`config.mk`:
```
export PLATFORM = sky130hd
export DESIGN_NAME = i2c_frame_tx
export DESIGN_NICKNAME = d
export VERILOG_FILES = /design/src/rtl/i2c_frame_tx.sv
export SDC_FILE = /design/constraint.sdc
export NUM_CORES = 1
export LEC_CHECK = 0
export ABC_AREA = 1
export ABC_CLOCK_PERIOD_IN_PS = 2000
export BUFFER_PORTS_ARGS = -buffer_cell sky130_fd_sc_hd__buf_2
export CORE_ASPECT_RATIO = 1.1
export CORE_MARGIN = 3
export CORE_UTILIZATION = 57
export DETAILED_ROUTE_END_ITERATION = 8
export PLACE_DENSITY = 0.86
export SLEW_MARGIN = 20
export SYNTH_ARGS = -nofsm -noshare
export SYNTH_HDL_FRONTEND = slang
export SYNTH_SLANG_ARGS = --single-unit
export TNS_END_PERCENT = 1
```
`constraint.sdc`:
```
create_clock -name i_clk -period 2 [get_ports i_clk]
set_input_delay 0.3 -clock i_clk [delete_from_list [all_inputs] [get_ports i_clk]]
set_output_delay 0.3 -clock i_clk [all_outputs]
set_load 0.005 [all_outputs]
```
`src/rtl/i2c_frame_tx.sv`:
```
// i2c_frame_tx: transmits one 3-byte I2C write frame (address+R/W, two data
// bytes) with START, per-byte ACK slots and STOP. All outputs are registered.
// Optional build macro I2C_ACK_ABORT_EN: a NACK ends the frame early with STOP.
module i2c_frame_tx #(
    parameter int HALF_PERIOD = 4
) (
    input  logic        i_clk,
    input  logic        i_rst_n,
    input  logic        i_valid,
    input  logic [23:0] i_data,
    output logic        o_ready,
    output logic        o_done,
    output logic        o_ack_err,
    input  logic        i_sdat,
    output logic        o_sclk,
    output logic        o_sdat,
    output logic        o_oen
);

    localparam int CNT_W = (HALF_PERIOD > 1) ? $clog2(HALF_PERIOD) : 1;
    localparam logic [CNT_W-1:0] CNT_LAST = CNT_W'(HALF_PERIOD - 1);

    typedef enum logic [2:0] {
        S_IDLE,
        S_START,
        S_BIT,
        S_ACK,
        S_STOP,
        S_DONE
    } state_t;

    state_t            state_reg;
    logic [CNT_W-1:0]  cnt_reg;       // cycles spent in the current half-period
    logic [1:0]        phase_reg;     // BIT/ACK: 0 low, 1 high; STOP: 0..2
    logic [2:0]        bit_idx_reg;   // bit within the current byte
    logic [1:0]        byte_idx_reg;  // byte within the frame
    logic [23:0]       shift_reg;     // frame, current bit always at [23]

    logic phase_end;
    logic ack_to_stop;

    assign phase_end = (cnt_reg == CNT_LAST);

`ifdef I2C_ACK_ABORT_EN
    // A NACK (SDA high in the sample cycle) cuts the frame short.
    assign ack_to_stop = (byte_idx_reg == 2'd2) || i_sdat;
`else
    // NACK only flags the error; all three bytes are always sent.
    assign ack_to_stop = (byte_idx_reg == 2'd2);
`endif

    // Frame sequencer: state, counters and registered bus/handshake outputs.
    always_ff @(posedge i_clk or negedge i_rst_n) begin
        if (!i_rst_n) begin
            state_reg    <= S_IDLE;
            cnt_reg      <= '0;
            phase_reg    <= 2'd0;
            bit_idx_reg  <= 3'd0;
            byte_idx_reg <= 2'd0;
            shift_reg    <= 24'd0;
            o_sclk       <= 1'b1;
            o_sdat       <= 1'b1;
            o_oen        <= 1'b1;
            o_ready      <= 1'b1;
            o_done       <= 1'b0;
            o_ack_err    <= 1'b0;
        end else begin
            if (state_reg == S_START || state_reg == S_BIT ||
                state_reg == S_ACK   || state_reg == S_STOP) begin
                cnt_reg <= phase_end ? '0 : cnt_reg + 1'b1;
            end

            case (state_reg)
                S_IDLE: begin
                    if (i_valid) begin
                        shift_reg <= i_data;
                        o_ack_err <= 1'b0;
                        o_ready   <= 1'b0;
                        o_sdat    <= 1'b0;   // SDA falls while SCL high: START
                        cnt_reg   <= '0;
                        state_reg <= S_START;
                    end
                end

                S_START: begin
                    if (phase_end) begin
                        phase_reg    <= 2'd0;
                        bit_idx_reg  <= 3'd0;
                        byte_idx_reg <= 2'd0;
                        o_sclk       <= 1'b0;
                        o_sdat       <= shift_reg[23];
                        state_reg    <= S_BIT;
                    end
                end

                S_BIT: begin
                    if (phase_end) begin
                        if (phase_reg == 2'd0) begin
                            phase_reg <= 2'd1;
                            o_sclk    <= 1'b1;
                        end else begin
                            shift_reg <= {shift_reg[22:0], 1'b0};
                            phase_reg <= 2'd0;
                            o_sclk    <= 1'b0;
                            if (bit_idx_reg == 3'd7) begin
                                bit_idx_reg <= 3'd0;
                                o_oen       <= 1'b0;
                                o_sdat      <= 1'b1;
                                state_reg   <= S_ACK;
                            end else begin
                                bit_idx_reg <= bit_idx_reg + 3'd1;
                                // next bit is [22] until the shift lands
                                o_sdat      <= shift_reg[22];
                            end
                        end
                    end
                end

                S_ACK: begin
                    if (phase_end) begin
                        if (phase_reg == 2'd0) begin
                            phase_reg <= 2'd1;
                            o_sclk    <= 1'b1;
                        end else begin
                            if (i_sdat) begin
                                o_ack_err <= 1'b1;
                            end
                            phase_reg <= 2'd0;
                            o_sclk    <= 1'b0;
                            o_oen     <= 1'b1;
                            if (ack_to_stop) begin
                                o_sdat    <= 1'b0;
                                state_reg <= S_STOP;
                            end else begin
                                byte_idx_reg <= byte_idx_reg + 2'd1;
                                o_sdat       <= shift_reg[23];
                                state_reg    <= S_BIT;
                            end
                        end
                    end
                end

                S_STOP: begin
                    if (phase_end) begin
                        if (phase_reg == 2'd0) begin
                            phase_reg <= 2'd1;
                            o_sclk    <= 1'b1;
                        end else if (phase_reg == 2'd1) begin
                            phase_reg <= 2'd2;
                            o_sdat    <= 1'b1;   // SDA rises while SCL high: STOP
                        end else begin
                            phase_reg <= 2'd0;
                            o_done    <= 1'b1;
                            state_reg <= S_DONE;
                        end
                    end
                end

                S_DONE: begin
                    o_done    <= 1'b0;
                    o_ready   <= 1'b1;
                    state_reg <= S_IDLE;
                end

                default: begin
                    state_reg <= S_IDLE;
                end
            endcase
        end
    end

endmodule
```
==> impl_results.md <==
* RSZ-0062 raised after global routing: false
* Synth cell count leaders: 73 x nand2_1, 38 x dfrtp_1, 37 x inv_1
* Hpwl dp at between 3000 and 4000 um
* Slew margin rel. at 63.5%
* Final hold violation count at 0
* Static Leak at around 1.4 nW
* CP most frequent cell: nand2_4
* Cts hold-fix bufs at 0
* DRT Wirelength at between 4000 and 5000 um
* Vias in the first global route at 1892
* Tmin final at between 1.5 and 2 ns
* Nets at between 300 and 400
* Tcrit/Tclk final at a little under nine tenths
* Share of cells above drive strength 1 at between 20% and 30%
* Die Area at between 5000 and 6000 um^2
* Mapped Nets at around 310
* Share of the synthesized area in the top cell type at about two fifths
* Worst slew pin tran at 0.547 ns
* Post-CTS setup buffer count at 0
* Crit path largest cell delay at between 0.5 and 0.6 ns
* CTS-repair resized insts at 0
* Die height at 74.9 um
* Die width at approximately 69 um
* CTS tree: built
* # fillers at between 300 and 400
* Crit path DAT at a little under 2 ns
* Initial DRC count at around 140
* Setup crit start kind: flip-flop
* Final ANT Viol Nets at 0
* Via Count at slightly below 2000
* Clk root buf: clkbuf_8
* Yosys Warn Count at 0
* Clk_lat worst skew at 0.29 ns
* Worst reg2reg path depth at 7
* Initial antenna violation count at 0
* Pwr/cell area at 1470 nW/um^2
* Area of the core at 4050 um^2
* Fmax at ~580 MHz
* Flops & latches, synth at 42
* Crit-path max FO at 46
* EDFF count, synth at 0
* Count leader, synth: nand2_1
* Initial core utilization at 60.7%
* I/O pins at 34
* Clk pin slew, worst setup/hold paths at approximately 0.080 ns
* Worst hold slack at 0.0593 ns
* Crit-path leading delay family: simple AND/OR/NAND/NOR gates
* Synth top area cells: dfrtp_1 39%, nand2_1 11%, o211ai_2 8.1%
* Pin count of the biggest net entering global routing at 47
* Final total power at ~4.0 mW
* Cells along the critical path: nor2_8 > nand2_4 > inv_4 > nand2_4 > nand2_8 > o211ai_1 > o21ai_0
* Hold/Removal Path Class: in2async
* # H-tree levels at 2
* Flop-to-flop setup slack at around 0.28 ns
* Buf/Inv on CP at 1
* Remaining global-route overflow at 0
* Fin Setup TNS at 0 ns
* Ys async rst share at 100%
* Worst Path Required at 2.21 ns
* GP Congestion at ~0.91
* Synth Flop Type: dfrtp_1
* Number of max-cap violations at 0
* CP Capture Type: flip-flop
* R2r endpoint: shift_reg[9]
* Pre-antenna DRT Iters at 4
* Setup Skew at between 0.004 and 0.005 ns
* Avg Vias per Cell at 5.30
* Cell Area, Synth at 2460 um^2
* Leading area contributor after synthesis: dfrtp_1
* Syn Inst Count at 281
* Reg-to-Reg Start: state_reg[0]
* Area Growth Syn to Fin at 10.8%
* Yosys cell types at 30
* Final setup fails at 0
* Number of diodes at 0
* CP max stage cell: dfrtp_1
* Clock sinks at between 40 and 50
* DR WL/cell at between 10 and 15 um
* Crit Path Class: reg2reg
* Gr usage total at a little over a fifth
* Mapped Avg Cell Area at 8.76 um^2
* Slew Viols, Final at 0
* CTS Buf Count at 5
* Status: completed
* Sequential area share after synthesis at 42.9%
* Finished Core Util at between 60% and 70%
* Worst VDD drop at approximately 0.85 mV
* Site Rows at 24
* Clk buf depth at 2
* I/O Buffers at 33
* First-pass GRT wire length at about 8400 um
* DRC Markers at 0
* Max reg flops at 24
## stage by stage
stage,setup WS (ns),cell area [um^2],cells
6_report,0.277,2730,366
5_1_grt,0.120,2730,366
4_1_cts,0.277,2730,366
3_5_place_dp,0.295,2620,358
3_3_place_gp,0.343,2620,358
2_1_floorplan,0.597,2460,281
## cells in the final DEF (no fill, tap or decap), types with 2 or more instances in the layout
cell / instances
a21oi_1: 7
buf_2: 33
buf_4: 2
clkbuf_8: 8
dfrtp_1: 38
dfstp_2: 4
ha_1: 4
inv_1: 37
inv_2: 3
nand2_1: 73
nand2_4: 2
nand3_1: 14
nand3_2: 3
nand4_1: 2
nor2_1: 14
nor2_4: 2
o211ai_1: 8
o211ai_2: 16
o21ai_0: 18
o21ai_1: 2
o21ai_2: 16
## how the worst max path moves through the flow
stage | startpoint | endpoint | cells after the start
finish | state_reg[0] | shift_reg[9] | 7
global route | cnt_reg[0] | shift_reg[10] | 7
CTS | state_reg[0] | shift_reg[9] | 7
detailed placement | state_reg[0] | shift_reg[7] | 7
global placement | state_reg[0] | shift_reg[10] | 7
floorplan | cnt_reg[0] | shift_reg[10] | 7
## routing by layer
| metal | wire, um | part of all wire [%] | track usage, % |
|---|---|---|---|
| met1 | 2070 | 43 | 26.9 |
| met2 | 2440 | 50 | 36.6 |
| met3 | 234 | 4.8 | 5.37 |
| met4 | 85 | 1.8 | 7.73 |
| met5 | 0 | 0 | 0 |
## logic make-up (layout without fill, tap and decap cells)
family	after synthesis	after routing	synth area share, %
AOI/OAI and AO/OA	68	68	22.2
buffers and inverters	52	85	10.8
DFF	42	42	42.9
adders and majority gates	4	4	2.03
and+or+nand+nor	115	115	22.1
## layout make-up
class / instances / area (um^2) / share of cell area [%]
Timing Repair Buffer: 36 / 200 / 7.34
Multi-Input combinational cell: 187 / 1140 / 41.8
Clock buffer: 8 / 110 / 4.04
Tap cell: 52 / 65.1 / 2.39
Sequential cell: 42 / 1060 / 38.7
Inverter: 41 / 156 / 5.73
## power by group
part / internal, mW / leakage [nW] / switching [mW]
Combinational: 0.694 / 0.791 / 1.23
Clock: 0.349 / 0.0575 / 0.290
Sequential: 1.22 / 0.523 / 0.226
## worst register-to-register path, cell delays in order (launching register included)
cell      delay [ns]
dfrtp_1         0.57
nor2_8          0.22
nand2_4         0.11
inv_4           0.12
nand2_4         0.07
nand2_8         0.28
o211ai_1        0.16
o21ai_0         0.10
Power figures use the tool's default switching activity.
